$ cat src/rtl/keypad_scan_fifo.sv
// Matrix-keypad scanner: one-hot row drive, 2-flop column sync, press/release debounce, key-code FIFO.
// Latency: a code reaches the FIFO head two cycles after the debounce accept edge. key_valid rises with it.
// Backpressure: key_valid/key_ready pop. A press that arrives while the FIFO is full is dropped and sets sticky overflow.
//
// Ports:
//   clk_Teclado  block clock, rising edge
//   rst_n        asynchronous active-low reset
//   row_o        one-hot row drive, active-high
//   col_i        column sense, active-high, asynchronous
//   key_code     registered FIFO head, row*COLS+col
//   key_valid    FIFO non-empty
//   key_ready    the head is popped when key_valid && key_ready
//   overflow     sticky dropped-press flag. Setting it beats ovf_clr in the same cycle.
//   ovf_clr      synchronous clear of overflow
//   key_held     a debounced key is currently down
// Optional build macro: KEYPAD_TYPEMATIC_EN adds auto-repeat while a key is held.
module keypad_scan_fifo #(
  parameter int ROWS         = 4,
  parameter int COLS         = 4,
  parameter int SCAN_DIV     = 1000,
  parameter int DEBOUNCE_CYC = 20000,
  parameter int FIFO_DEPTH   = 4,
  localparam int CODE_W      = $clog2(ROWS*COLS)
) (
  input  logic              clk_Teclado,
  input  logic              rst_n,
  output logic [ROWS-1:0]   row_o,
  input  logic [COLS-1:0]   col_i,
  output logic [CODE_W-1:0] key_code,
  output logic              key_valid,
  input  logic              key_ready,
  output logic              overflow,
  input  logic              ovf_clr,
  output logic              key_held
);

  localparam int RW = $clog2(ROWS);
  localparam int CW = $clog2(COLS);
  localparam int DW = $clog2(SCAN_DIV);
  localparam int BW = $clog2(DEBOUNCE_CYC);
  localparam int AW = $clog2(FIFO_DEPTH);
  // row_o lags the row index by one cycle, and the synchroniser adds two more cycles.
  // For that reason, columns are trusted only from divider count 3 onwards.
  localparam int SETTLE_CYC = 3;
`ifdef KEYPAD_TYPEMATIC_EN
  localparam int TW         = $clog2(32*DEBOUNCE_CYC);
  localparam int REP_FIRST  = 32*DEBOUNCE_CYC - 1;
  localparam int REP_RELOAD = 16*DEBOUNCE_CYC;
`endif

  typedef enum logic [1:0] {ST_SCAN, ST_DEB_PRESS, ST_HELD, ST_DEB_REL} state_t;

  // Column synchroniser
  logic [COLS-1:0] sync1_q, col_s_q;

  always_ff @(posedge clk_Teclado or negedge rst_n) begin
    if (!rst_n) begin
      sync1_q <= '0;
      col_s_q <= '0;
    end else begin
      sync1_q <= col_i;
      col_s_q <= sync1_q;
    end
  end

  // Scanner / debounce FSM
  state_t            state_q;
  logic [RW-1:0]     row_idx_q;
  logic [ROWS-1:0]   row_q;
  logic [CW-1:0]     col_idx_q;
  logic [DW-1:0]     div_q;
  logic [BW-1:0]     deb_q;
  logic              key_held_q;
  logic              push_q;
  logic [CODE_W-1:0] push_code_q;
`ifdef KEYPAD_TYPEMATIC_EN
  logic [TW-1:0]     rep_q;
`endif

  logic [CW-1:0]     low_col_d;
  logic [COLS-1:0]   col_onehot_d;
  logic [RW-1:0]     next_row_d;
  logic [CODE_W-1:0] cur_code_d;

  // When several columns are active, the lowest-numbered column wins.
  always_comb begin
    low_col_d = '0;
    for (int c = COLS-1; c >= 0; c--) begin
      if (col_s_q[c]) low_col_d = CW'(c);
    end
  end

  assign col_onehot_d = COLS'(1) << col_idx_q;
  assign next_row_d   = (row_idx_q == RW'(ROWS-1)) ? '0 : row_idx_q + RW'(1);
  assign cur_code_d   = CODE_W'(int'(row_idx_q) * COLS + int'(col_idx_q));

  always_ff @(posedge clk_Teclado or negedge rst_n) begin
    if (!rst_n) begin
      state_q     <= ST_SCAN;
      row_idx_q   <= '0;
      row_q       <= ROWS'(1);
      col_idx_q   <= '0;
      div_q       <= '0;
      deb_q       <= '0;
      key_held_q  <= 1'b0;
      push_q      <= 1'b0;
      push_code_q <= '0;
`ifdef KEYPAD_TYPEMATIC_EN
      rep_q       <= '0;
`endif
    end else begin
      row_q       <= ROWS'(1) << row_idx_q;
      push_q      <= 1'b0;
      push_code_q <= cur_code_d;
      case (state_q)
        ST_SCAN: begin
          if (div_q >= DW'(SETTLE_CYC) && col_s_q != '0) begin
            col_idx_q <= low_col_d;
            deb_q     <= '0;
            state_q   <= ST_DEB_PRESS;
          end else if (div_q == DW'(SCAN_DIV-1)) begin
            div_q     <= '0;
            row_idx_q <= next_row_d;
          end else begin
            div_q <= div_q + DW'(1);
          end
        end
        ST_DEB_PRESS: begin
          if (col_s_q != col_onehot_d) begin
            // A bounce restarts the dwell on the same row.
            div_q   <= '0;
            state_q <= ST_SCAN;
          end else if (deb_q == BW'(DEBOUNCE_CYC-1)) begin
            push_q     <= 1'b1;
            key_held_q <= 1'b1;
            state_q    <= ST_HELD;
`ifdef KEYPAD_TYPEMATIC_EN
            rep_q      <= '0;
`endif
          end else begin
            deb_q <= deb_q + BW'(1);
          end
        end
        ST_HELD: begin
          if (col_s_q == '0) begin
            deb_q   <= '0;
            state_q <= ST_DEB_REL;
          end
`ifdef KEYPAD_TYPEMATIC_EN
          else if (rep_q == TW'(REP_FIRST)) begin
            // Reloading to REP_RELOAD makes every later repeat 16*DEBOUNCE_CYC apart.
            push_q <= 1'b1;
            rep_q  <= TW'(REP_RELOAD);
          end else begin
            rep_q <= rep_q + TW'(1);
          end
`endif
        end
        ST_DEB_REL: begin
          if (col_s_q != '0) begin
            state_q <= ST_HELD;
`ifdef KEYPAD_TYPEMATIC_EN
            rep_q   <= '0;
`endif
          end else if (deb_q == BW'(DEBOUNCE_CYC-1)) begin
            key_held_q <= 1'b0;
            div_q      <= '0;
            row_idx_q  <= next_row_d;
            state_q    <= ST_SCAN;
          end else begin
            deb_q <= deb_q + BW'(1);
          end
        end
        default: state_q <= ST_SCAN;
      endcase
    end
  end

  // Key-code FIFO
  logic [CODE_W-1:0] mem_q [FIFO_DEPTH];
  logic [AW-1:0]     wr_ptr_q, rd_ptr_q;
  logic [AW:0]       cnt_q;
  logic              ovf_q;
  logic              full_d, pop_d, push_ok_d;

  assign full_d    = (cnt_q == (AW+1)'(FIFO_DEPTH));
  assign pop_d     = key_ready && (cnt_q != '0);
  // If the FIFO is full, a pop in the same cycle frees the slot for the push.
  assign push_ok_d = push_q && (!full_d || pop_d);

  always_ff @(posedge clk_Teclado or negedge rst_n) begin
    if (!rst_n) begin
      for (int i = 0; i < FIFO_DEPTH; i++) mem_q[i] <= '0;
      wr_ptr_q <= '0;
      rd_ptr_q <= '0;
      cnt_q    <= '0;
      ovf_q    <= 1'b0;
    end else begin
      if (push_ok_d) begin
        mem_q[wr_ptr_q] <= push_code_q;
        wr_ptr_q        <= wr_ptr_q + AW'(1);
      end
      if (pop_d) rd_ptr_q <= rd_ptr_q + AW'(1);
      case ({push_ok_d, pop_d})
        2'b10:   cnt_q <= cnt_q + (AW+1)'(1);
        2'b01:   cnt_q <= cnt_q - (AW+1)'(1);
        default: cnt_q <= cnt_q;
      endcase
      if (push_q && !push_ok_d) ovf_q <= 1'b1;
      else if (ovf_clr)         ovf_q <= 1'b0;
    end
  end

  assign row_o     = row_q;
  assign key_code  = mem_q[rd_ptr_q];
  assign key_valid = (cnt_q != '0);
  assign overflow  = ovf_q;
  assign key_held  = key_held_q;

endmodule
$ cat config.mk
export PLATFORM = sky130hd
export DESIGN_NAME = keypad_scan_fifo
export DESIGN_NICKNAME = d
export VERILOG_FILES = /design/src/rtl/keypad_scan_fifo.sv
export SDC_FILE = /design/constraint.sdc
export NUM_CORES = 1
export LEC_CHECK = 0
export CORE_ASPECT_RATIO = 1.5
export CORE_MARGIN = 5
export CORE_UTILIZATION = 30
export DETAILED_ROUTE_END_ITERATION = 7
export GPL_TIMING_DRIVEN = 0
export SYNTH_ARGS = -nofsm -noshare
export SYNTH_HDL_FRONTEND = slang
export SYNTH_SLANG_ARGS = --single-unit
$ cat constraint.sdc
create_clock -name clk_Teclado -period 4.5 [get_ports clk_Teclado]
set_input_delay 0.675 -clock clk_Teclado [delete_from_list [all_inputs] [get_ports clk_Teclado]]
set_output_delay 0.675 -clock clk_Teclado [all_outputs]
set_load 0.01 [all_outputs]
Word level (Yosys, flattened, before mapping)
Index checks and enable logic that the tools add are counted.
- multiplexer cells: 46
- magnitude comparators: 4
- reduce and logical (&&, ||, !) cells: 23
- multipliers: 0
- equal/unequal tests: 21
- shift operators: 2
- bitwise operators: 2
- divide/modulo/power cells: 0
- add/subtract/negate cells: 8
- operator list (operator ; count):
    $mux 15 ; 5
    $pmux 15 s4 ; 1
    $mux 10 ; 5
    $mux 2 ; 15
    $pmux 10 s3 ; 1
    $ne 2x2->1 const B ; 9
    $bwmux 16 ; 1
    $add 15x1->15 const B ; 1
    $eq 15x15->1 const B ; 1
    $reduce_and 5->1 ; 3
    $mux 4 ; 3
    $add 10x1->10 const B ; 1
    $eq 10x10->1 const B ; 1
    $ge 10x2->1 const B ; 1
    $mux 1 ; 9
    $bmux 4 s2 ; 1
    $demux 4 s2 ; 1
    $eq 2x2->1 const B ; 4
    $pmux 2 s4 ; 1
    $reduce_and 4->1 ; 2
    $reduce_bool 2->1 ; 4
    $shl 1x2->4 const A ; 2
    $add 2x1->2 const B ; 3
    $ge 3x3->1 const B ; 2
    other kinds (20) ; 29
- memory bits (writable): 0
- bits in latches: 0
- memory bits (read-only): 0
- register bits: 73
- bits of input ports: 8
- output and inout bits: 11
- memories: 0

Logic depth before layout (Yosys ltp)
- depth after elaboration: 7
- mapped depth: 10
- depth with buffers taken out: 9

Worst setup path after synthesis
No wires, ideal clock.
- kind: input to register
- start point: input key_ready
- end point: register cnt_q[2]
- stages on the path: 10
- slack: 2.177 ns
- arrival time: 2.243 ns
- buffers on the path: 1
- path through: nor4b_1 -> nor2b_1 -> clkbuf_1 -> inv_1 -> ha_1 -> inv_1 -> fa_1 -> xor2_1 -> nor2_1 -> xor2_1
- word-level cells in the longest chain between the ends: 5
- elaborated cells between the ends (all ways): 7
- those cells by class: eq/ne (2); mux (1); reduce/logical (4)
- RTL lines (item ; RTL line ; RTL):
    start, declared ; 31 ; input logic key_ready,
    $logic_and 1x1->1 * ; 187 ; assign pop_d = key_ready && (cnt_q != '0);
    $logic_or 1x1->1 ; 189 ; assign push_ok_d = push_q && (!full_d || pop_d);
    $logic_and 1x1->1 ; 189 ;
    $eq 2x1->1 / $eq 2x2->1 (equally long branches) ; 204 ; case ({push_ok_d, pop_d})
    $pmux 3 s2 / $reduce_bool 2->1 (equally long branches) ; - ;
    end signal, assigned ; 205 ; 2'b10: cnt_q <= cnt_q + (AW+1)'(1);
    end signal, assigned ; 206 ; 2'b01: cnt_q <= cnt_q - (AW+1)'(1);
    end signal, assigned ; 207 ; default: cnt_q <= cnt_q;
    end, declared ; 182 ; logic [AW:0] cnt_q;
Every way passes the cells marked *; elsewhere a longest branch is shown, timed or not.
A chain may end at the register's enable or synchronous reset.

Final worst setup path
- start point: register rd_ptr_q[0]
- end point: output key_code[3]
- word-level cells in the longest chain between the ends: 4
- RTL lines (item ; RTL line ; RTL):
    start, declared ; 181 ; logic [AW-1:0] wr_ptr_q, rd_ptr_q;
    start signal, assigned ; 203 ; if (pop_d) rd_ptr_q <= rd_ptr_q + AW'(1);
    $not 2->3 (implied by the code) ; 215 ; assign key_code = mem_q[rd_ptr_q];
    $bmux 4 s2 ; 215 ;
    $mux 4 (implied by the code) (2 in series) ; 215 ;
    end, declared ; 29 ; output logic [CODE_W-1:0] key_code,
Every way passes these cells. The select of a mux whose other input is x is not followed.

==> results.md <==
- Status: complete, no violations
- Io pins: 19
- Synth area leader: dfrtp_1
- Port Buffers: 18
- Asr flop ratio synth: 1.000
- # rows: 49
- # setup viols final: 0
- Layout Cells excl Fill: 513
- Fin Clk Skew: 0.007832 ns
- DR WL met3: 274 um
- Setup bufs post-CTS: 0
- Synth-to-layout area growth: 18.45%
- Remaining DRCs: 0
- Crit path DAT: 2.08 ns
- Final setup TNS: 0 ns
- Slew margin rel.: 0.5102
- Crit Path Max Fanout: 6
- CTS max path bufs: 2
- Highest signal layer in the routed design: met4
- RSZ-0062 raised after global routing: no
- Post-Synthesis Cells: 325
- Die footprint: 14560 sq um
- Syn Area/Cell: 11.27 sq um
- GP Congestion: 0.8302
- Yosys cell types: 64
- Clock network latency to the later pin of the worst-skew pair: 0.34 ns
- Via density per instance: 5.148
- Max cap viols: 0
- Largest net degree at the start of global routing: 44
- Post-Layout Inst Area: 4338 sq um
- Antenna diode instance count: 0
- Pre-CTS WS: 1.489 ns
- Initial core utilization: 0.3063
- GRT Util Overall: 0.1146
- Worst-path clk slew: 0.05 ns
- Chip Width: 100.2 um
- Placed Cells: 497
- Area of the core: 11960 sq um
- Family with the most delay on the worst path: buffers and inverters
- # hold bufs at CTS: 0
- CP cell instances: clkbuf_1, mux4_2, clkdlybuf4s50_1
- First-pass GRT wire length: 13400 um
- Root Driver: clkbuf_16
- Simple-gate area share of the yosys netlist: 0.1845
- 1st-pass router iterations: 4
- TritonCTS Buffers: 9
- DRT met1 WL: 2943 um
- Total Wirelength: 7664 um
- Power Dens Cells: 460.1 nW/um^2
- Number of synthesized register bits: 73
- VDD IR max: 205.0 uV
- Synth Area in XOR/XNOR: 0.01435
- Critical Path RT: 3.83 ns
- Slew Viols, Final: 0
- Dpl hpwl: 5580 um
- Die H: 145.3 um
- Gr ovfl total: 0
- DP Area: 4051 sq um
- Worst hold path type: in2async
- F_max: 0.3633 GHz
- Synthesized Nets: 345
- Most instantiated cells after synthesis: dfrtp_1, nand2_1, inv_1
- Post-Synth Adder-Cell Area: 0.04305
- CTS tree: yes
- CTS HTree Levels: 3
- Worst setup SP type: register
- Ys Warns: 0
- P_leak: 0.001959 uW
- Fin nets: 375
- Crit-path max cell delay: 0.57 ns
- Post-synthesis compound-gate area fraction: 0.1254
- Syn Std Cell Area: 3662 sq um
- Fin crit period: 2.753 ns
- Slew at the pin with the worst max-slew slack: 0.7298 ns
- Detailed Route Iter0 Violations: 153
- WL per Instance: 14.94 um
- Yosys top cell area share: 0.4920
- Period utilisation layout: 0.6117
- Final hold viol count: 0
- Routed via count: 2641
- Number of antenna violations at the first check in global routing: 0
- Synth top area cells: dfrtp_1, mux2_2, ha_1
- Post_cts resized: 0
- Antenna-violating nets left: 0
- Main synth FF type: dfrtp_1
- EDFF count, synth: 0
- Crit. End Element: output port
- CP max-delay cell: mux4_2
- Seq/Total Area, Yosys: 0.4991
- Crit Path Class: reg2out
- Post-synthesis mux area share: 0.09498
- Top-count cell post-synth: dfrtp_1
- Share of cells above drive strength 1: 0.1500
- CP Buf/Inv Count: 2
- CTS Sinks: 73
- Vias in the first global route: 2807
- Largest family of logic cells by synthesized area: simple AND/OR/NAND/NOR gates
- Setup ws final: 1.747 ns
- Routed wire length on met2: 4204 um
-- report_power, final --
part / internal, uW / switching (uW)
combinational: 193 / 315
clock: 417 / 256
sequential: 733 / 80.9
total: 1340 / 652
-- final timing paths --
path                        startpoint            to  slack [ns]  depth (start not counted)
max                        rd_ptr_q[0]   key_code[3]        1.75                          3
max reg2reg                   cnt_q[0]      cnt_q[2]        2.16                         10
min in group clk_Teclado    sync1_q[0]    col_s_q[0]        0.35                          0
min reg2reg                 sync1_q[0]    col_s_q[0]        0.35                          0
max in group asynchronous        rst_n  col_idx_q[0]        3.65                          2
min                              rst_n      div_q[1]        0.28                          1
-- metal layers --
metal  track usage  up-vias
li1              -     1261
met1        0.1273     1311
met2        0.1985       52
met3       0.01969       17
met4       0.07148        0
met5             0        -
-- state kept, by name, summed over array words and instances (netlist names), 2 cells and up --
register / cells
row_o: 4
row_idx_q: 2
mem_q: 16
wr_ptr_q: 2
col_idx_q: 2
state_q: 2
sync1_q: 4
cnt_q: 3
col_s_q: 4
push_code_q: 4
rd_ptr_q: 2
div_q: 10
deb_q: 15
-- metrics by stage --
stage               total power, uW    util  hold WS (ns)
floorplan                      1181       -        0.3312
CTS                            2024  0.3628        0.2847
global route                   2118  0.3628        0.3056
global placement               1327  0.3374        0.3344
detailed placement             1338  0.3389        0.3379
finish                         1996  0.3628        0.2762
-- cell families after synthesis --
| family | after synthesis |
|---|---|
| simple gates | 115 |
| xor+xnor | 6 |
| flops | 73 |
| mux | 27 |
| fa+ha+maj | 12 |
| compound gates | 60 |
| buf+inv | 32 |
-- layout by cell type (no fill, tap or decap), drive strengths merged, types with 4 or more instances in the layout --
cell type      netlist  layout
a21oi                4       4
a221o                4       4
a31oi                7       7
a41oi                4       4
and2                 4       4
and3                13      13
buf                  4       6
clkbuf               7      21
clkdlybuf4s50        0      17
dfrtp               72      72
ha                  11      11
inv                 21      21
mux2                19      19
mux2i                4       4
mux4                 4       4
nand2               30      30
nand3                8       8
nand4                7       7
nor2                13      13
nor3                12      12
nor3b                6       6
nor4                 4       4
o21ai               15      15
-- final cells by class --
type                       count  area [sq um]
fill                        1159          7617
sequential                    73          1828
multi-input combinational    220          1693
clock buffer                  14         274.0
timing repair buffer          19         197.7
tap                          153         191.4
inverter                      21         81.33
buffer                        11         60.06
clock inverter                 2         12.51
(Power assumes the default switching activity.)
